===== src/rtl/mem_arbiter_if.sv =====
// Requester-side bus of the shared RAM arbiter: one instance per port.
// master = requester (CPU or display engine), slave = arbiter.
interface mem_arbiter_if #(
  parameter int ADDR_W = 12,
  parameter int DATA_W = 8
) ();
  logic              req;
  logic              we;
  logic              lock;
  logic [ADDR_W-1:0] addr;
  logic [DATA_W-1:0] wdata;
  logic              gnt;
  logic              rvalid;
  logic [DATA_W-1:0] rdata;

  modport master (
    output req, we, lock, addr, wdata,
    input  gnt, rvalid, rdata
  );

  modport slave (
    input  req, we, lock, addr, wdata,
    output gnt, rvalid, rdata
  );
endinterface


===== src/rtl/mem_arbiter.sv =====
// Shares one synchronous RAM between CPU (port C) and display engine (port D):
// CPU-first priority, display starvation guard, locked bursts, 2-cycle read return.
module mem_arbiter #(
  parameter int ADDR_W   = 12,
  parameter int DATA_W   = 8,
  parameter int MAX_WAIT = 4
) (
  input  logic              clk,
  input  logic              rst,
  mem_arbiter_if.slave      c_port,
  mem_arbiter_if.slave      d_port,
  output logic              mem_en,
  output logic              mem_we,
  output logic [ADDR_W-1:0] mem_addr,
  output logic [DATA_W-1:0] mem_wdata,
  input  logic [DATA_W-1:0] mem_rdata
);

  localparam logic [1:0] IDLE   = 2'd0;
  localparam logic [1:0] LOCK_C = 2'd1;
  localparam logic [1:0] LOCK_D = 2'd2;

  localparam int WAIT_W = $clog2(MAX_WAIT + 1);
  localparam logic [WAIT_W-1:0] WAIT_MAX = WAIT_W'(MAX_WAIT);

  logic [1:0]        state;
  logic [WAIT_W-1:0] wait_cnt;
  logic              c_gnt;
  logic              d_gnt;
  logic              rd_pend;
  logic              rd_owner;   // 1 = port D issued the pending read
  logic              c_rvalid;
  logic              d_rvalid;
  logic [DATA_W-1:0] c_rdata;
  logic [DATA_W-1:0] d_rdata;

  // Grants are suppressed while reset is held so every output reads 0.
  always_comb begin
    c_gnt = 1'b0;
    d_gnt = 1'b0;
    if (!rst) begin
      case (state)
        LOCK_C: c_gnt = c_port.req;
        LOCK_D: d_gnt = d_port.req;
        default: begin
          if (c_port.req && d_port.req) begin
            if (wait_cnt == WAIT_MAX) d_gnt = 1'b1;
            else                      c_gnt = 1'b1;
          end else begin
            c_gnt = c_port.req;
            d_gnt = d_port.req;
          end
        end
      endcase
    end
  end

  always_comb begin
    mem_en    = c_gnt | d_gnt;
    mem_we    = 1'b0;
    mem_addr  = '0;
    mem_wdata = '0;
    if (c_gnt) begin
      mem_we    = c_port.we;
      mem_addr  = c_port.addr;
      mem_wdata = c_port.wdata;
    end else if (d_gnt) begin
      mem_we    = d_port.we;
      mem_addr  = d_port.addr;
      mem_wdata = d_port.wdata;
    end
  end

  always_ff @(posedge clk or posedge rst) begin
    if (rst) begin
      state    <= IDLE;
      wait_cnt <= '0;
    end else begin
      if (c_gnt)      state <= c_port.lock ? LOCK_C : IDLE;
      else if (d_gnt) state <= d_port.lock ? LOCK_D : IDLE;

      // Saturating count keeps D's claim alive through a C lock.
      if (!d_port.req || d_gnt)    wait_cnt <= '0;
      else if (wait_cnt != WAIT_MAX) wait_cnt <= wait_cnt + 1'b1;
    end
  end

  // Read return: RAM data arrives the cycle after the grant and is
  // registered into the issuing port's rdata one edge later.
  always_ff @(posedge clk or posedge rst) begin
    if (rst) begin
      rd_pend  <= 1'b0;
      rd_owner <= 1'b0;
      c_rvalid <= 1'b0;
      d_rvalid <= 1'b0;
      c_rdata  <= '0;
      d_rdata  <= '0;
    end else begin
      rd_pend  <= mem_en && !mem_we;
      rd_owner <= d_gnt;
      c_rvalid <= rd_pend && !rd_owner;
      d_rvalid <= rd_pend && rd_owner;
      if (rd_pend && !rd_owner) c_rdata <= mem_rdata;
      if (rd_pend && rd_owner)  d_rdata <= mem_rdata;
    end
  end

  assign c_port.gnt    = c_gnt;
  assign d_port.gnt    = d_gnt;
  assign c_port.rvalid = c_rvalid;
  assign d_port.rvalid = d_rvalid;
  assign c_port.rdata  = c_rdata;
  assign d_port.rdata  = d_rdata;

endmodule


===== src/flat_wrapper.sv =====
// flat-port wrapper written by rule: the top's interface ports become plain ports
module mem_arbiter_flat 
#(
  parameter int ADDR_W   = 12,
  parameter int DATA_W   = 8,
  parameter int MAX_WAIT = 4
)
  (clk, rst, mem_en, mem_we, mem_addr, mem_wdata, mem_rdata, c_port_req, c_port_we, c_port_lock, c_port_addr, c_port_wdata, c_port_gnt, c_port_rvalid, c_port_rdata, d_port_req, d_port_we, d_port_lock, d_port_addr, d_port_wdata, d_port_gnt, d_port_rvalid, d_port_rdata);
  mem_arbiter_if #(.ADDR_W(ADDR_W), .DATA_W(DATA_W)) c_port_i ();
  mem_arbiter_if #(.ADDR_W(ADDR_W), .DATA_W(DATA_W)) d_port_i ();
  input  logic clk;
  input  logic rst;
  output logic mem_en;
  output logic mem_we;
  output logic [ADDR_W-1:0] mem_addr;
  output logic [DATA_W-1:0] mem_wdata;
  input  logic [DATA_W-1:0] mem_rdata;
  input wire logic [$bits(c_port_i.req)-1:0] c_port_req;
  input wire logic [$bits(c_port_i.we)-1:0] c_port_we;
  input wire logic [$bits(c_port_i.lock)-1:0] c_port_lock;
  input wire logic [$bits(c_port_i.addr)-1:0] c_port_addr;
  input wire logic [$bits(c_port_i.wdata)-1:0] c_port_wdata;
  output wire logic [$bits(c_port_i.gnt)-1:0] c_port_gnt;
  output wire logic [$bits(c_port_i.rvalid)-1:0] c_port_rvalid;
  output wire logic [$bits(c_port_i.rdata)-1:0] c_port_rdata;
  input wire logic [$bits(d_port_i.req)-1:0] d_port_req;
  input wire logic [$bits(d_port_i.we)-1:0] d_port_we;
  input wire logic [$bits(d_port_i.lock)-1:0] d_port_lock;
  input wire logic [$bits(d_port_i.addr)-1:0] d_port_addr;
  input wire logic [$bits(d_port_i.wdata)-1:0] d_port_wdata;
  output wire logic [$bits(d_port_i.gnt)-1:0] d_port_gnt;
  output wire logic [$bits(d_port_i.rvalid)-1:0] d_port_rvalid;
  output wire logic [$bits(d_port_i.rdata)-1:0] d_port_rdata;
  assign c_port_i.req = c_port_req;
  assign c_port_i.we = c_port_we;
  assign c_port_i.lock = c_port_lock;
  assign c_port_i.addr = c_port_addr;
  assign c_port_i.wdata = c_port_wdata;
  assign c_port_gnt = c_port_i.gnt;
  assign c_port_rvalid = c_port_i.rvalid;
  assign c_port_rdata = c_port_i.rdata;
  assign d_port_i.req = d_port_req;
  assign d_port_i.we = d_port_we;
  assign d_port_i.lock = d_port_lock;
  assign d_port_i.addr = d_port_addr;
  assign d_port_i.wdata = d_port_wdata;
  assign d_port_gnt = d_port_i.gnt;
  assign d_port_rvalid = d_port_i.rvalid;
  assign d_port_rdata = d_port_i.rdata;
  mem_arbiter #(.ADDR_W(ADDR_W), .DATA_W(DATA_W), .MAX_WAIT(MAX_WAIT)) u_core (.clk(clk), .rst(rst), .c_port(c_port_i), .d_port(d_port_i), .mem_en(mem_en), .mem_we(mem_we), .mem_addr(mem_addr), .mem_wdata(mem_wdata), .mem_rdata(mem_rdata));
endmodule

===== config.mk =====
export PLATFORM = sky130hd
export DESIGN_NAME = mem_arbiter_flat
export DESIGN_NICKNAME = d
export VERILOG_FILES = /design/src/rtl/mem_arbiter_if.sv /design/src/rtl/mem_arbiter.sv /design/src/flat_wrapper.sv
export SDC_FILE = /design/constraint.sdc
export NUM_CORES = 1
export LEC_CHECK = 0
export BUFFER_PORTS_ARGS = -buffer_cell sky130_fd_sc_hd__buf_4
export CORE_ASPECT_RATIO = 0.7
export CORE_MARGIN = 1.5
export CORE_UTILIZATION = 43
export DETAILED_ROUTE_END_ITERATION = 12
export PLACE_DENSITY = 0.85
export SLEW_MARGIN = 20
export SYNTH_ARGS = -nofsm -noshare
export SYNTH_HDL_FRONTEND = slang
export SYNTH_SLANG_ARGS = --single-unit

===== constraint.sdc =====
create_clock -name clk -period 7.94 [get_ports clk]
set_clock_uncertainty 0.1 [all_clocks]
set_input_delay 2.382 -clock clk [delete_from_list [all_inputs] [get_ports clk]]
set_output_delay 2.382 -clock clk [all_outputs]
set_load 0.02 [all_outputs]

==> out/qor.csv, run 1 <==
stage;metric;value;unit
floorplan;die-area;3390;sq um
floorplan;die_x;68.9;um
sta;fmax;154;MHz
final_layout;final_cells;239;
synth;ys_top_cells_by_count;25 x dfrtp_1, 20 x a22o_2, 16 x mux2_2;
synth;synth-async-reset-ratio;1.00;
hold_path;hold_path_class;register to register;
clocking;cts_tree;built;
sta;hold_viol_final;0;
final_layout;multi_input_area;609;sq um
route;drtPass1Iterations;4;
place;dp_hpwl;3080;um
final_layout;syn_to_final_growth;60.8;%
final_layout;ff_latch_area;626;sq um
clocking;root_buffer;clkbuf_8;
global_route;grt_pass1_vias;1219;
synth;syn_inst;106;
route;vias;1198;
place;place.gp.congestion;0.706;
final_layout;diodes;0;
synth;yosys.area.top_type_share;0.478;
floorplan;placementRows;16;
route;drc_errors;0;
global_route;grt_use_total;0.250;
synth;synth.most_common_cell;dfrtp_1;
floorplan;core;2840;sq um
place;pre_cts_ws;1480;ps
sta;slew_headroom;0.639;
final_layout;nFillCells;209;
clocking;clock_sinks;25;
worst_setup_path;critPathLaunchType;primary input;
flow_run;cap_violations;0;
sta;fin_crit_sh;0.817;
route;wire_per_inst;17.0;um
synth;synth_top_cell_by_area;dfrtp_1;
floorplan;initial_core_util;0.460;
sta;rsz0062_at_grt;false;
worst_setup_path;critPathArrivalTime;4000;ps
final_layout;drive_above_1_share;0.700;
place;numPortBuffers;97;
synth;ys_seq_elements;25;
clocking;post_cts_buffers;0;
pwr;p_leak;1.10;nW
clocking;numCtsBuffers;3;
clocking;post_cts_resize_count;0;
synth;syn_avg_cell_area;12.3;sq um
route;drt_iter0_markers;49;
status;status;finished clean;
worst_setup_path;path_class;primary input to output port;
clocking;cts_hold_buf;0;
worst_setup_path;crit_fanout;22;
route;vias_per_cell;5.01;
pwr;powerDensity;331;nW/um^2
global_route;grt_start_max_net_pins;28;
synth;ys.warnings.count;0;
clocking;htreeDepth;1;
route;wirelength;4060;um
sta;tns;0;ps
place;placed_cells;235;
synth;synth_edf_count;0;
sta;setup_viol;0;
synth;synth_top_cells_by_area;dfrtp_1 48%, a22o_2 15%, mux2_2 14%;
synth;synth.net_count;166;
synth;synth_area;1310;sq um
global_route;grt_pass1_wl;6180;um
floorplan;pin_count;98;
sta;worst_pin_slew;540;ps
global_route;grt_remaining_overflow;0;
global_route;antenna_found_initial;0;
pwr;vdd_ir_drop_max;0.185;mV
synth;synth-main-ff-cell;dfrtp_1;
sta;setup_slack;1460;ps
worst_setup_path;worstPathRequired;5460;ps
route;antenna_left;0;
floorplan;die_h;49.1;um
clocking;clk_latency;260;ps
clocking;cts.path.max_buffers;2;
final_layout;final_nets;264;
worst_setup_path;cp-end-kind;output port;
sta;min_period;6480;ps
sta;slew_viol_final;0;
synth;seq_area_frac_synth;0.478;
synth;post_synth_num_cell_types;25;
clocking;cts.clk_slew.worst_paths;80;ps
[flip-flops by register name, indices dropped and copies added, names as in the netlist]
signal / cells
u_core.c_port.rdata: 8
u_core.c_port.rvalid: 1
u_core.d_port.rdata: 8
u_core.d_port.rvalid: 1
u_core.rd_owner: 1
u_core.rd_pend: 1
u_core.state: 2
u_core.wait_cnt: 3
[report_power, final]
part / internal (W) / leakage, nW / switching (W)
combinational: 0.000196 / 0.768 / 0.000212
sequential: 0.000182 / 0.307 / 0.0000336
clock: 0.0000358 / 0.0228 / 0.0000361
[critical path, cell delays in order]
cell	delay, ps
buf_4	110
nand2b_1	160
a311oi_4	390
nor2b_4	560
a22o_2	250
buf_4	140
[layout by cell type (no fill, tap or decap), types with 2 or more instances in the layout]
cell type   n
inv_1       9
a22o_2     20
nor2_1      5
clkbuf_8    3
buf_4      99
dfrtp_1    25
nand2b_1    3
mux2_2     16
nand2_1     4
ha_1        4
a22o_1      2
[stage by stage]
| step | cell area (sq um) | utilization | total power [W] | hold slack [ps] |
|---|---|---|---|---|
| 2_1_floorplan | 1310 | - | 0.000454 | 413 |
| 3_3_place_gp | 2060 | 0.724 | 0.000604 | 390 |
| 3_5_place_dp | 2060 | 0.724 | 0.000621 | 396 |
| 4_1_cts | 2100 | 0.739 | 0.000699 | 414 |
| 5_1_grt | 2100 | 0.739 | 0.000734 | 437 |
| 6_report | 2100 | 0.739 | 0.000695 | 411 |
[layer usage]
layer  track usage  wire (um)  vias up
met4        0.0556         59        0
met1         0.274       1480      595
li1              -          -      574
met2         0.471       2400       21
met5             0          0        -
met3        0.0647        120        8
[cell families (layout without fill, tap and decap cells)]
group           after synthesis  in the layout  synth area share
compound gates               26             26             0.203
xor+xnor                      1              1           0.00670
fa+ha+maj                     4              4            0.0383
buf+inv                      15            112            0.0555
flops                        25             25             0.478
mux                          17             17             0.145
simple gates                 18             18            0.0727
[final cells by class]
cell class | count | area share
Sequential cell | 25 | 0.298
Timing Repair Buffer | 99 | 0.354
Clock buffer | 4 | 0.0214
Inverter | 9 | 0.0161
Tap cell | 36 | 0.0214
Multi-Input combinational cell | 66 | 0.290
[final timing paths]
path	slack, ps	endpoint	cells past startpoint	from
setup / recovery	1460	mem_addr[9]	6	rst
hold / removal	410	u_core.c_port.rdata[3]	1	u_core.c_port.rdata[3]
setup reg to reg	5710	u_core.rd_pend	6	u_core.state[0]
hold reg to reg	410	u_core.c_port.rdata[3]	1	u_core.c_port.rdata[3]
max in group asynchronous	5410	u_core.d_port.rdata[4]	3	rst
min in group asynchronous	2080	u_core.d_port.rdata[1]	3	rst
(Power assumes the default switching activity.)
==> inputs of run 2 (changes only) <==
- CORE_UTILIZATION: 43 -> 40
- PLACE_DENSITY: 0.85 -> 0.8
- clock period: 7.94 -> 6.75 ns (I/O delays scaled with it)
==> out/qor.csv, run 2 (same netlist as run 1, synthesis figures left out) <==
stage;metric;value;unit;change
sta;slew_viol_final;0;;unchanged
global_route;grt_start_max_net_pins;27;;-3.6%
worst_setup_path;timing.critical_path.cells;buf_4 > nand2b_1 > a311oi_4 > nor2b_4 > a22o_2 > buf_4;;
worst_setup_path;critPathArrivalTime;3570;ps;-430 ps
global_route;grt_pass1_wl;5510;um;-11%
worst_setup_path;cp-end-kind;output port;;
final_layout;syn_to_final_growth;61.2;%;
global_route;antenna_found_initial;0;;unchanged
clocking;cts_hold_buf;0;;unchanged
route;wire_per_inst;14.6;um;-14%
worst_setup_path;crit_buf_inv;2;;unchanged
sta;worst_pin_slew;491;ps;-48.8 ps
route;vias;1215;;+1.4%
clocking;numCtsBuffers;3;;unchanged
floorplan;initial_core_util;0.418;;-0.0418
clocking;cts.path.max_buffers;2;;unchanged
final_layout;final_cell_mix;99 x buf_4, 25 x dfrtp_1, 20 x a22o_2;;
hold_path;hold_path_class;register to register;;
route;wirelength;3530;um;-13%
clocking;post_cts_resize_count;0;;unchanged
worst_setup_path;path_class;primary input to output port;;
floorplan;die_h;50.8;um;+3.5%
clocking;clock_sinks;25;;unchanged
final_layout;nFillCells;240;;+15%
pwr;vdd_ir_drop_max;0.240;mV;+30%
floorplan;die-area;3630;sq um;+7.1%
route;antenna_left;0;;unchanged
pwr;powerDensity;384;nW/um^2;+16%
place;place.gp.congestion;0.802;;+14%
worst_setup_path;crit_top_cell;buf_4;;
final_layout;diodes;0;;unchanged
final_layout;ff_latch_area;626;sq um;unchanged
global_route;grt_pass1_vias;1218;;-0.082%
floorplan;pin_count;98;;unchanged
route;vias_per_cell;5.04;;+0.58%
global_route;grt_use_total;0.198;;-0.0526
worst_setup_path;critPathLaunchType;primary input;;
final_layout;multi_input_area;609;sq um;unchanged
clocking;cts.clk_slew.worst_paths;80;ps;about the same
clocking;htreeDepth;1;;unchanged
sta;fin_crit_sh;0.844;;
worst_setup_path;crit_fanout;22;;unchanged
sta;tns;0;ps;unchanged
worst_setup_path;crit_path_top_delay_cell;nor2b_4;;
worst_setup_path;worst_path_largest_cell_delay;530;ps;-30 ps
sta;min_period;5700;ps;
final_layout;utilization;0.674;;-0.0652
worst_setup_path;ff2ff_setup_slack;4600;ps;-1110 ps
sta;hold_viol_final;0;;unchanged
final_layout;final_common_cell;buf_4;;
worst_setup_path;worstPathRequired;4620;ps;-840 ps
final_layout;final_nets;264;;unchanged
final_layout;drive_above_1_share;0.704;;+0.00493
clocking;post_cts_buffers;0;;unchanged
worst_setup_path;path_delay_family;simple AND/OR/NAND/NOR gates;;
floorplan;die_x;71.3;um;+3.5%
route;drc_errors;0;;unchanged
route;drtPass1Iterations;4;;unchanged
sta;slew_headroom;0.672;;+0.0326
clocking;cts_tree;built;;
pwr;p_leak;1.10;nW;about the same
sta;rsz0062_at_grt;false;;
place;dp_hpwl;2940;um;-4.7%
sta;setup_viol;0;;unchanged
floorplan;placementRows;17;;+1
floorplan;core;3130;sq um;+10%
route;drt_iter0_markers;39;;-20%
place;numPortBuffers;97;;unchanged
clocking;root_buffer;clkbuf_8;;
global_route;grt_remaining_overflow;0;;unchanged
flow_run;cap_violations;0;;unchanged
sta;fmax;176;MHz;
status;status;finished clean;;
clocking;clk_latency;270;ps;about the same
-- run 2: cell types whose count changed in the layout (fill, tap and decap cells not counted) --
cell	previous run	this run
clkbuf_1	1	0
clkinvlp_4	0	1
-- run 2: worst paths after layout --
kind,from,end,cells past startpoint
max in group asynchronous,rst,u_core.d_port.rdata[6],3
min in group asynchronous,rst,u_core.wait_cnt[0],3
hold reg to reg,u_core.d_port.rdata[4],u_core.d_port.rdata[4],1
setup / recovery,rst,mem_addr[3],6
hold / removal,u_core.d_port.rdata[4],u_core.d_port.rdata[4],1
setup reg to reg,u_core.wait_cnt[0],u_core.rd_pend,6
-- run 2: where the power goes --
part,leakage (nW),internal [W],total [W],switching [W]
Clock,0.0217,0.0000419,0.0000910,0.0000490
Combinational,0.768,0.000229,0.000470,0.000241
Sequential,0.307,0.000214,0.000250,0.0000360
Total,1.10,0.000485,0.000810,0.000326
-- run 2: metrics by stage --
stage	total power [W]	instance area (sq um)	worst slack (ps)	cells	hold slack (ps)
after floorplan	0.000534	1310	881	106	413
after global placement	0.000709	2060	1140	237	388
after detailed placement	0.000729	2060	1050	237	396
after CTS	0.000819	2110	1050	241	416
after global routing	0.000862	2110	931	241	434
final	0.000810	2110	1050	241	411
-- run 2: cell type report --
| class | count | area share |
|---|---|---|
| Timing Repair Buffer | 99 | 0.353 |
| Multi-Input combinational cell | 66 | 0.289 |
| Tap cell | 38 | 0.0226 |
| Inverter | 9 | 0.0160 |
| Clock inverter | 1 | 0.00356 |
| Clock buffer | 3 | 0.0196 |
| Sequential cell | 25 | 0.297 |
-- run 2: layer usage --
metal	vias to the layer above	routed length, um	track usage
li1	576	-	-
met1	570	1390	0.240
met2	61	1780	0.341
met4	0	62	0.0660
met3	8	289	0.0552
met5	-	0	0
==> inputs of run 3 (changes only) <==
- ABC_AREA: default -> 1
- PLACE_DENSITY: 0.8 -> 0.79
- clock period: 6.75 -> 5.9 ns (I/O delays scaled with it)
==> out/qor.csv, run 3 <==
stage;metric;value;unit;change
status;status;finished clean;;
sta;fin_crit_sh;0.842;;
synth;post_synth_num_cell_types;19;;-24%
final_layout;syn_to_final_growth;57.5;%;
worst_setup_path;worstPathRequired;4030;ps;-590 ps
worst_setup_path;crit_path_top_delay_cell;inv_2;;
clocking;post_cts_buffers;0;;unchanged
synth;synth.most_common_cell;nand2_1;;
worst_setup_path;path_delay_family;buffers and inverters;;
pwr;vdd_ir_drop_max;0.191;mV;-20%
route;wirelength;3480;um;-1.4%
clocking;cts.clk_slew.worst_paths;80;ps;about the same
final_layout;drive_above_1_share;0.381;;-0.323
final_layout;final_nets;339;;+28%
global_route;grt_remaining_overflow;0;;unchanged
synth;ys_seq_elements;25;;unchanged
synth;yosys.area.top_type_share;0.458;;-0.0202
floorplan;die_h;51.9;um;+2.0%
worst_setup_path;timing.critical_path.cells;buf_4 > inv_1 > nand2_1 > nor2_1 > nand2_2 > inv_2 > nand2_1 > nand2_1 > buf_4;;
sta;fmax;201;MHz;
pwr;powerDensity;421;nW/um^2;+9.4%
pwr;p_leak;1.26;nW;+15%
worst_setup_path;crit_buf_inv;4;;+2
clocking;cts_tree;built;;
place;dp_hpwl;2750;um;-6.4%
clocking;cts.path.max_buffers;2;;unchanged
route;vias_per_cell;4.45;;-12%
route;vias;1446;;+19%
clocking;clk_latency;260;ps;about the same
route;drc_errors;0;;unchanged
global_route;antenna_found_initial;0;;unchanged
worst_setup_path;crit_top_cell;nand2_1;;
sta;min_period;4970;ps;
route;antenna_left;0;;unchanged
global_route;grt_use_total;0.188;;-0.00927
sta;tns;0;ps;unchanged
sta;rsz0062_at_grt;false;;
worst_setup_path;crit_fanout;24;;+9.1%
worst_setup_path;cp-end-kind;output port;;
pwr;finalPower;0.000904;W;+12%
sta;slew_headroom;0.662;;-0.00979
worst_setup_path;critPathLaunchType;primary input;;
sta;setup_viol;0;;unchanged
synth;syn_inst;184;;+74%
clocking;htreeDepth;1;;unchanged
synth;ys.warnings.count;0;;unchanged
sta;slew_viol_final;0;;unchanged
floorplan;placementRows;17;;unchanged
floorplan;initial_core_util;0.425;;+0.00684
synth;syn_avg_cell_area;7.42;sq um;-40%
synth;synth-main-ff-cell;dfrtp_1;;
final_layout;final_cell_mix;98 x buf_4, 67 x nand2_1, 25 x dfrtp_1;;
synth;synth_top_cell_by_area;dfrtp_1;;
sta;worst_pin_slew;505;ps;+14.5 ps
worst_setup_path;critPathArrivalTime;3100;ps;-470 ps
synth;synth-async-reset-ratio;1.00;;unchanged
clocking;cts_hold_buf;0;;unchanged
global_route;grt_pass1_vias;1278;;+4.9%
route;wire_per_inst;10.7;um;-27%
clocking;root_buffer;clkbuf_8;;
sta;hold_viol_final;0;;unchanged
synth;synth_edf_count;0;;unchanged
global_route;grt_start_max_net_pins;26;;-3.7%
floorplan;die_x;72.8;um;+2.1%
global_route;grt_pass1_wl;5490;um;-0.38%
final_layout;nFillCells;285;;+19%
worst_setup_path;worst_path_largest_cell_delay;400;ps;-130 ps
final_layout;diodes;0;;unchanged
place;place.gp.congestion;0.800;;-0.27%
worst_setup_path;path_class;primary input to output port;;
final_layout;final_common_cell;buf_4;;
synth;ys_top_cells_by_count;67 x nand2_1, 25 x dfrtp_1, 23 x nand3_1;;
floorplan;pin_count;98;;unchanged
synth;seq_area_frac_synth;0.458;;-0.0202
clocking;numCtsBuffers;3;;unchanged
floorplan;core;3210;sq um;+2.7%
floorplan;die-area;3780;sq um;+4.2%
clocking;clock_sinks;25;;unchanged
hold_path;hold_path_class;register to register;;
synth;synth_top_cells_by_area;dfrtp_1 46%, nand2_1 18%, nand3_1 8.4%;;
flow_run;cap_violations;0;;unchanged
place;numPortBuffers;97;;unchanged
synth;synth_area;1370;sq um;+4.4%
clocking;post_cts_resize_count;0;;unchanged
route;drtPass1Iterations;4;;unchanged
route;drt_iter0_markers;67;;+72%
synth;synth.net_count;244;;+47%
[run 3: layer usage]
metal | part of all wire | global-route usage | vias to the layer above
met3 | 0.058 | 0.0523 | 0
met5 | 0 | 0 | -
met2 | 0.47 | 0.303 | 51
li1 | - | - | 760
met4 | 0 | 0.0377 | 0
met1 | 0.47 | 0.256 | 635
[run 3: per-stage QoR]
stage          worst slack, ps  cell area (sq um)  utilization  hold WS, ps  cells
6_report                   931               2150        0.669          337    325
5_1_grt                    746               2150        0.669          374    325
4_1_cts                    926               2150        0.669          341    325
3_5_place_dp               932               2100        0.655          330    321
3_3_place_gp               930               2100        0.655          319    321
2_1_floorplan              916               1370            -          312    184
[run 3: area by class of cell]
cell class,count,area [sq um],share of cell area
timing repair buffer,98,736,0.342
sequential,25,626,0.291
multi-input combinational,129,602,0.280
inverter,22,82.6,0.0384
tap,47,58.8,0.0274
clock buffer,4,45.0,0.0210
[run 3: kinds of logic (layout without fill, tap and decap cells)]
group	count (synthesis)	in the layout	share of synthesized area
buffers and inverters	30	124	0.101
xor gates and xnor gates	2	2	0.0128
AOI/OAI and AO/OA	21	21	0.0770
DFF	25	25	0.458
adders and majority gates	4	4	0.0367
and+or+nand+nor	102	102	0.314
[run 3: final timing paths]
kind                                              to  depth (start not counted)       startpoint  slack (ps)
worst max-delay path                    mem_wdata[0]                          9              rst         930
worst min-delay path            u_core.c_port.rvalid                          1  u_core.rd_owner         340
worst max register to register        u_core.rd_pend                          9  u_core.state[0]        3830
worst min register to register  u_core.c_port.rvalid                          1  u_core.rd_owner         340
max in group asynchronous            u_core.state[0]                          3              rst        3990
min in group asynchronous         u_core.wait_cnt[2]                          3              rst        1480
[run 3: where the power goes]
part / internal [W] / switching (W) / total (W) / leakage [nW]
logic: 0.000213 / 0.000306 / 0.000520 / 0.923
registers: 0.000246 / 0.0000410 / 0.000287 / 0.314
clock network: 0.0000482 / 0.0000488 / 0.0000970 / 0.0228
total: 0.000508 / 0.000396 / 0.000904 / 1.26
